--- config.mk ---
export PLATFORM = sky130hd
export DESIGN_NAME = and_check_scoreboard
export DESIGN_NICKNAME = d
export VERILOG_FILES = /design/src/rtl/and_check_pkg.sv /design/src/rtl/and_check_scoreboard.sv
export SDC_FILE = /design/constraint.sdc
export NUM_CORES = 1
export LEC_CHECK = 0
export ABC_AREA = 1
export CAP_MARGIN = 20
export CORE_AREA = 2 2 39 41
export DETAILED_ROUTE_END_ITERATION = 7
export DIE_AREA = 0 0 41 43
export GPL_TIMING_DRIVEN = 0
export PLACE_DENSITY_LB_ADDON = 0.08
export RECOVER_POWER = 50
export SYNTH_ARGS = -nofsm -noshare
export SYNTH_HDL_FRONTEND = slang
export SYNTH_SLANG_ARGS = --single-unit
--- constraint.sdc ---
create_clock -name clk -period 1.02 [get_ports clk]
set_input_delay 0.204 -clock clk [delete_from_list [all_inputs] [get_ports clk]]
set_output_delay 0.204 -clock clk [all_outputs]
set_load 0.01 [all_outputs]
--- src/rtl/and_check_pkg.sv ---
// Shared types and constants for the AND-gate exhaustive checker.
// Holds the sweep FSM state encoding, settle counter width and vector-count helper.
package and_check_pkg;

  typedef enum logic [1:0] {
    IDLE   = 2'd0,
    SETTLE = 2'd1,
    SAMPLE = 2'd2,
    DONE   = 2'd3
  } state_t;

  localparam int SETTLE_W = 4;

  function automatic int numVec(input int nIn);
    return 1 << nIn;
  endfunction

endpackage

--- src/rtl/and_check_scoreboard.sv ---
// Golden AND compare, saturating failure count and first-failing-vector capture.
module and_check_scoreboard
  import and_check_pkg::*;
#(
  parameter int N_IN = 3
) (
  input  logic            clk,
  input  logic            rst,
  input  logic            clear_i,
  input  logic            sample_i,
  input  logic [N_IN-1:0] vec_i,
  input  logic            out1_i,
  input  logic            out2_i,
  output logic            fail_o,
  output logic [N_IN:0]   errCount_o,
  output logic            ffValid_o,
  output logic [N_IN-1:0] ffVec_o
);

  localparam logic [N_IN:0] ERR_MAX = (N_IN+1)'(numVec(N_IN));

  logic [N_IN:0]   errCount_q, errCount_d;
  logic            ffValid_q, ffValid_d;
  logic [N_IN-1:0] ffVec_q, ffVec_d;
  logic            golden;

  // Fail is the default so that an unknown response is never mistaken for a match.
  always_comb begin
    golden = &vec_i;
    fail_o = 1'b1;
    if ((out1_i == golden) && (out2_i == golden)) fail_o = 1'b0;
  end

  always_comb begin
    errCount_d = errCount_q;
    ffValid_d  = ffValid_q;
    ffVec_d    = ffVec_q;
    if (clear_i) begin
      errCount_d = '0;
      ffValid_d  = 1'b0;
      ffVec_d    = '0;
    end else if (sample_i && fail_o) begin
      if (errCount_q != ERR_MAX) errCount_d = errCount_q + 1'b1;
      if (!ffValid_q) begin
        ffValid_d = 1'b1;
        ffVec_d   = vec_i;
      end
    end
  end

  always_ff @(posedge clk) begin
    if (rst) begin
      errCount_q <= '0;
      ffValid_q  <= 1'b0;
      ffVec_q    <= '0;
    end else begin
      errCount_q <= errCount_d;
      ffValid_q  <= ffValid_d;
      ffVec_q    <= ffVec_d;
    end
  end

  assign errCount_o = errCount_q;
  assign ffValid_o  = ffValid_q;
  assign ffVec_o    = ffVec_q;

endmodule

# == Yosys cells after proc, flatten, opt, wreduce, memory -nomap -nowiden ==
# Index checks and enable logic that the tools add are counted.
# word_totals
ramBits,0
in_bits,9
mem_bits_ro,0
latchBits,0
reg_bits,8
output_inout_bits,9
n_memories,0
# op_classes
shifts,0
mux,1
n_div,0
n_lt_le_gt_ge,0
n_bitwise,1
add_sub_neg,1
n_mul,0
eq_ne,3
n_reduce_logical,6
# ops
cell,count
$add A4 B1 Y4 const B,1
$ne A4 B4 Y1 const B,1
$reduce_and A2 Y1,2
$reduce_and A3 Y1,1
$eq A1 B1 Y1,2
$logic_and A1 B1 Y1,2
$reduce_or A2 Y1,1
$mux W1,1
$not A1 Y1,1

# == Logic depth before layout (Yosys ltp) ==
# Gate-level depths: netlist (run 1).
# depth
word_depth,6
depth_mapped,7

# == Least setup slack after synthesis (run 1) ==
# Ideal clock, no wire load.
# synth_timing
path_kind,register to register
from,register errCount_q[0] (netlist: errCount_o[0])
to,register errCount_q[0] (netlist: errCount_o[0])
arrival_time_ns,1.096
slack_ns,-0.190
setup_time_ns,0.114
required_time_ns,0.906
path_stages_with_launch,7
path_cell_list,dfxtp_1 -> inv_1 -> ha_1 -> nand2_1 -> nand4_2 -> nor2_1 -> nor2_1
# synth_via
elab_chain_cells,2
# synth_lines
item,line_no,rtl
"start, declared",and_check_scoreboard.sv:22,"logic [N_IN:0] errCount_q, errCount_d;"
"start signal, assigned",and_check_scoreboard.sv:57,errCount_q <= errCount_d;
"parallel branches: the longest is 2 deep, another holds $add A4 B1 Y4",-,
# Parallel ways; which one is timed is not known.
# A chain may end at the register's enable or synchronous reset.

# == Worst setup path in the final report (run 1) ==
# layout_timing
from,register errCount_q[0] (netlist: errCount_o[0])
to,register errCount_q[1] (netlist: errCount_o[1])
# The elaborated chain is that of the path after synthesis.

==> impl_metrics.csv, run 1 <==
group,metric,value,unit
outcome,status,"complete, but fails checks",
outcome,violations,"setup timing",
finish,n_antenna_cell,0,
pwr,p_sw,0.000195,W
clock_tree,clk_pin_slew,0.06,ns
timing,tightest_slew,0.391,ns
place,placed_area,644,um2
clock_tree,cts_buffers,3,
grt,track_usage,14.4,%
drt,drt_pre_antenna_iters,4,
timing,rsz0062_at_grt,"true",
timing,worst_slack,-0.00552,ns
finish,syn_to_final_growth,58.7,%
finish,final_nets,99,
timing,fmax,975,MHz
logic_synthesis,syn-cell-area,433,um2
drt,avgRoutedWirePerCell,10.4,um
critical_path,cpMaxStageDelayCell,"dfxtp_4",
clock_tree,cts_tree,"done",
logic_synthesis,yosys_warnings,0,
logic_synthesis,ys_types,15,
floorplan,die_area,1760,um2
logic_synthesis,ys_seq_area_share,37.0,%
place,dpl.cell_count,93,
critical_path,cp_max_fo,6,
drt,drtIter0Drc,7,
grt,grt_pass1_vias,435,
floorplan,start_util,31.3,%
grt,antenna_found_initial,0,
floorplan,coreArea,1380,um2
floorplan,ios,18,
critical_path,cp.arrival,1.21,ns
drt,vias,460,
floorplan,rows,14,
place,finalWeightedCongestion,0.688,
logic_synthesis,synth_commonest_cells,"nand2_1 (15), dfxtp_1 (8), nor2_1 (8)",
timing,slew_headroom,73.9,%
logic_synthesis,yosysMostFrequentCell,"nand2_1",
logic_synthesis,avgSynthCellArea,7.10,um2
drt,ant_nets,0,
timing,finalCritPeriodShare,101,%
critical_path,start_kind,"register",
pwr,swShare,27.2,%
logic_synthesis,yosys.area.top_type,"dfxtp_1",
critical_path,slowest_delay,0.37,ns
floorplan,die_w,41,um
floorplan,fp.dieH,43,um
logic_synthesis,synth_top_cell_area_share,37.0,%
critical_path,cp_cell_sequence,"inv_4 > ha_4 > nand2_4 > nand4_4 > nand2_1 > nand2_1 > nor2_1",
pwr,power.density,1040,nW/um2
drt,drc,0,
place,hpwl,737,um
clock_tree,clkSinkCount,8,
grt,grt_pass1_wl,1.64,mm
timing,finalSetupViolations,1,
finish,fin_area,687,um2
pwr,max-vdd-ir-drop,0.770,mV
timing,fin_crit,1.03,ns
critical_path,crit_top_cell,"nand2_1",
grt,grt_max_degree,9,
timing,clock_skew,0.00831,ns
drt,vias_per_cell,4.51,
pwr,leakage,0.309,nW
place,io_buffer_count,16,
critical_path,critPathRequiredTime,1.20,ns
logic_synthesis,synth_cells,61,
finish,drive_gt1_share,45.3,%
pwr,p_int,0.000519,W
finish,stdcell_count,102,
logic_synthesis,synth_nets,72,
clock_tree,ctsLongestPathBuffers,2,
run,maxCapViolCount,0,
timing,hold_viol,0,
pwr,seqPwrFrac,45.6,%
clock_tree,insertion_delay,0.25,ns
logic_synthesis,async_flop_share,0,%
critical_path,critical_path_class,"register to register",
clock_tree,cts-root-buf,"clkbuf_4",
pwr,clkPwrFrac,33.9,%
drt,wirelength,1.06,mm
logic_synthesis,synth_seq_cells,8,
min_path,holdCritPathClass,"primary input to register",
grt,grt_overflow,0,
pwr,p_comb_share,20.5,%
timing,finalMaxSlewViolations,0,
logic_synthesis,synth_edf_count,0,
critical_path,worst_setup_path_end_kind,"register",
clock_tree,htreeDepth,1,
logic_synthesis,synth_ff_type,"dfxtp_1",
logic_synthesis,synthTopCellsByArea,"dfxtp_1 (37%), nand2_1 (13%), nand4_1 (10%), a21oi_1 (6.9%), nor2_1 (6.9%)",
## layer usage
layer  global-route usage (%)  vias up  wire length (um)
met3                     7.85        0                45
met1                     17.9      197               499
met5                        0        -                 0
met4                     6.00        0                 0
met2                     20.0       11               518
li1                         -      252                 -
## worst max-delay path, delay by kind of cell, from the launching register on
| kind | cells | cell delay, ns |
|---|---|---|
| AND/OR/NAND/NOR | 5 | 0.39 |
| flip-flops | 1 | 0.37 |
| adder cells (fa/ha/maj) | 1 | 0.15 |
| buffers and inverters | 1 | 0.04 |
## kinds of logic (layout without fill, tap and decap cells)
group	count (synthesis)	in the layout	share of synthesized area [%]
compound gates	6	6	6.94
buf+inv	9	34	7.80
flops	8	8	37.0
fa+ha+maj	2	2	5.78
simple gates	35	35	40.5
xor+xnor	1	1	2.02
## area by class of cell
type	instances	area, um2
multi-input cells	44	295
inverters	8	35.0
plain buffers	1	3.75
clock buffers	3	22.5
repair buffers	22	136
fillers	150	697
flip-flops and latches	8	174
well taps	16	20.0
## stage by stage
stage                     worst slack, ns  utilization [%]  setup TNS, ns  hold slack, ns  total power, W
after global placement             -0.892             46.6          -4.69           0.459        0.000472
final                            -0.00552             49.6       -0.00552           0.255        0.000714
after floorplan                    0.0102                -              0           0.362        0.000405
after detailed placement           -0.903             46.6          -4.80           0.462        0.000471
after global routing               -0.103             49.6         -0.319           0.254        0.000760
after CTS                         -0.0167             51.8        -0.0277           0.250        0.000736
## timing repair
action	4_1_cts	5_1_grt
buffers inserted	6	0
hold buffers	0	0
setup endpoints to repair	17	12
pin swaps	13	5
resized for setup	59	10
## worst paths after layout
kind,start,endpoint,slack [ns],cells after the start
min,vec_i[2],ffVec_o[2]$_SDFFE_PP0P_,0.26,3
max,errCount_o[0]$_SDFFE_PP0P_,errCount_o[1]$_SDFFE_PP0P_,-0.006,7
min reg2reg,ffVec_o[1]$_SDFFE_PP0P_,ffVec_o[1]$_SDFFE_PP0P_,0.46,2
max reg2reg,errCount_o[0]$_SDFFE_PP0P_,errCount_o[1]$_SDFFE_PP0P_,-0.006,7
## power groups by stage
stage               logic [W]  clock network [W]  registers [W]
global route         0.000162           0.000271       0.000327
floorplan           0.0000673                  0       0.000338
CTS                  0.000151           0.000260       0.000325
finish               0.000146           0.000242       0.000326
global placement     0.000138                  0       0.000334
detailed placement   0.000137                  0       0.000334
## flip-flops by register name (all words and copies together) (netlist names)
| name | cells |
|---|---|
| ffValid_o | 1 |
| errCount_o | 4 |
| ffVec_o | 3 |
## cell usage in the layout (no fill, tap or decap), drive strengths merged
cell type and n:
nor2 9, clkbuf 10, nand3 2, xor2 1, clkdlybuf4s50 2, nand4 8
buf 14, nand2 16, dfxtp 8, inv 8, a21oi 6, ha 2
Power figures use the tool's default switching activity.
==> inputs of run 2 (changes only) <==
CTS_BUF_LIST = sky130_fd_sc_hd__clkbuf_8 sky130_fd_sc_hd__clkbuf_16   (was unset)
==> run 2 against run 1 <==
The flow still finishes with violations (setup timing). Sequential cell count did not move. Total power up 20%. Cell area increased by 6.4%. Critical path type unchanged. Critical endpoint is now errCount_o[2]$_SDFFE_PP0P_. Largest cell class unchanged. Highest routed layer unchanged.
==> impl_metrics.csv, run 2 (synthesis results as in run 1) <==
group,metric,value,unit
outcome,status,"complete, but fails checks",
outcome,violations,"setup timing",
finish,most-common-layout-cells,"nand2_1 (12), nand4_1 (7), buf_2 (6)",
timing,finalSetupViolations,2,
critical_path,cp.arrival,1.13,ns
timing,worst_slack,-0.00295,ns
timing,slew_headroom,74.4,%
finish,n_antenna_cell,0,
grt,grt_overflow,0,
drt,ant_nets,0,
pwr,swShare,24.8,%
timing,finalCritPeriodShare,100,%
timing,fin_crit,1.02,ns
floorplan,die_w,41,um
critical_path,slowest_delay,0.37,ns
clock_tree,htreeDepth,1,
timing,tightest_slew,0.384,ns
clock_tree,clk_pin_slew,0.04,ns
floorplan,start_util,31.3,%
finish,largest_reg_flops,4,
drt,drtIter0Drc,4,
clock_tree,cts_tree,"done",
timing,hold_viol,0,
finish,layout_commonest_cell,"nand2_1",
critical_path,cpMaxStageDelayCell,"dfxtp_4",
floorplan,die_area,1760,um2
finish,stdcell_count,101,
place,place_ws,-0.903,ns
place,io_buffer_count,16,
pwr,clkPwrFrac,44.2,%
finish,syn_to_final_growth,68.8,%
drt,vias,446,
grt,grt_max_degree,9,
place,dpl.cell_count,93,
drt,vias_per_cell,4.42,
clock_tree,ctsLongestPathBuffers,2,
drt,avgRoutedWirePerCell,10.4,um
floorplan,fp.dieH,43,um
drt,wirelength,1.05,mm
place,hpwl,737,um
critical_path,crit_family,"flip-flops",
critical_path,start_kind,"register",
timing,rsz0062_at_grt,"true",
finish,final_nets,98,
drt,drt_pre_antenna_iters,3,
pwr,leakage,0.316,nW
timing,finalMaxSlewViolations,0,
clock_tree,insertion_delay,0.22,ns
pwr,p_comb_share,18.0,%
clock_tree,hold_buffers,0,
critical_path,critPathRequiredTime,1.12,ns
finish,drive_gt1_share,42.4,%
critical_path,critPathBufInv,1,
run,maxCapViolCount,0,
grt,track_usage,13.9,%
critical_path,critical_path_class,"register to register",
min_path,holdCritPathClass,"primary input to register",
timing,whs,0.291,ns
grt,antenna_found_initial,0,
critical_path,cp_max_fo,6,
drt,drc,0,
pwr,seqPwrFrac,37.8,%
pwr,p_sw,0.000212,W
grt,grt_pass1_vias,422,
pwr,max-vdd-ir-drop,1.04,mV
grt,grt_pass1_wl,1.61,mm
floorplan,coreArea,1380,um2
floorplan,ios,18,
finish,n_fill_cell,148,
clock_tree,clkSinkCount,8,
clock_tree,cts_buffers,3,
floorplan,rows,14,
timing,clock_skew,0.00270,ns
critical_path,worst_setup_path_end_kind,"register",
timing,fmax,978,MHz
critical_path,cp_cell_sequence,"inv_4 > ha_4 > nand2_4 > nand4_4 > nand2_1 > a21oi_1",
pwr,p_int,0.000642,W
clock_tree,cts-root-buf,"clkbuf_8",
place,finalWeightedCongestion,0.688,
pwr,power.density,1170,nW/um2
-- run 2: final timing paths --
check / endpoint / slack [ns] / cells past startpoint / from
max: errCount_o[2]$_SDFFE_PP0P_ / -0.003 / 6 / errCount_o[0]$_SDFFE_PP0P_
min: ffVec_o[1]$_SDFFE_PP0P_ / 0.29 / 3 / vec_i[1]
max reg2reg: errCount_o[2]$_SDFFE_PP0P_ / -0.003 / 6 / errCount_o[0]$_SDFFE_PP0P_
min reg2reg: ffVec_o[0]$_SDFFE_PP0P_ / 0.47 / 2 / ffVec_o[0]$_SDFFE_PP0P_
-- run 2: repair_timing --
item,4_1_cts,5_1_grt
setup buffers,3,2
pin swaps,11,6
setup endpoints to repair,17,13
gates resized for setup,52,15
-- run 2: power by group through the flow --
stage	registers (W)	clock network (W)	logic [W]
global placement	0.000334	0	0.000138
CTS	0.000326	0.000392	0.000147
floorplan	0.000338	0	0.0000673
global route	0.000324	0.000406	0.000169
finish	0.000323	0.000378	0.000154
detailed placement	0.000334	0	0.000137
-- run 2: worst register-to-register path, delay by kind of cell (launching register included) --
kind,cells,cell delay (ns)
flops,1,0.37
simple gates,3,0.28
fa+ha+maj,1,0.15
compound gates,1,0.06
buf+inv,1,0.04
-- run 2: area by class of cell --
type	count	area (um2)	share of cell area, %
Multi-Input combinational cell	44	309	42.3
Sequential cell	8	175	24.0
Timing Repair Buffer	21	149	20.4
Clock buffer	3	41.3	5.65
Inverter	8	32.5	4.45
Tap cell	16	20.0	2.74
Buffer	1	3.75	0.514
-- run 2: metrics by stage --
step                      power [W]  area (um2)   TNS, ns  util (%)
after floorplan            0.000405         464         0         -
after global placement     0.000472         644     -4.69      46.6
after detailed placement   0.000471         644     -4.80      46.6
after CTS                  0.000865         722  -0.00825      52.2
after global routing       0.000900         731    -0.285      52.8
final                      0.000855         731  -0.00399      52.8
-- run 2: per-layer routing --
layer  wire (um)  track usage, %  vias to the layer above
li1            -               -                      251
met1         508            18.5                      188
met2         515            18.8                        7
met3          23            7.85                        0
met4           0            4.00                        0
met5           0               0                        -
==> inputs of run 3 (changes only) <==
MAX_ROUTING_LAYER = met4   (was unset)
==> results of run 3 <==
Final layout, timing and power as in run 2 (identical DEF).
Main changes from that run: final weighted congestion in routability-driven placement 0.688 -> 0.695; overall routing resource usage 13.9% -> 14.2%
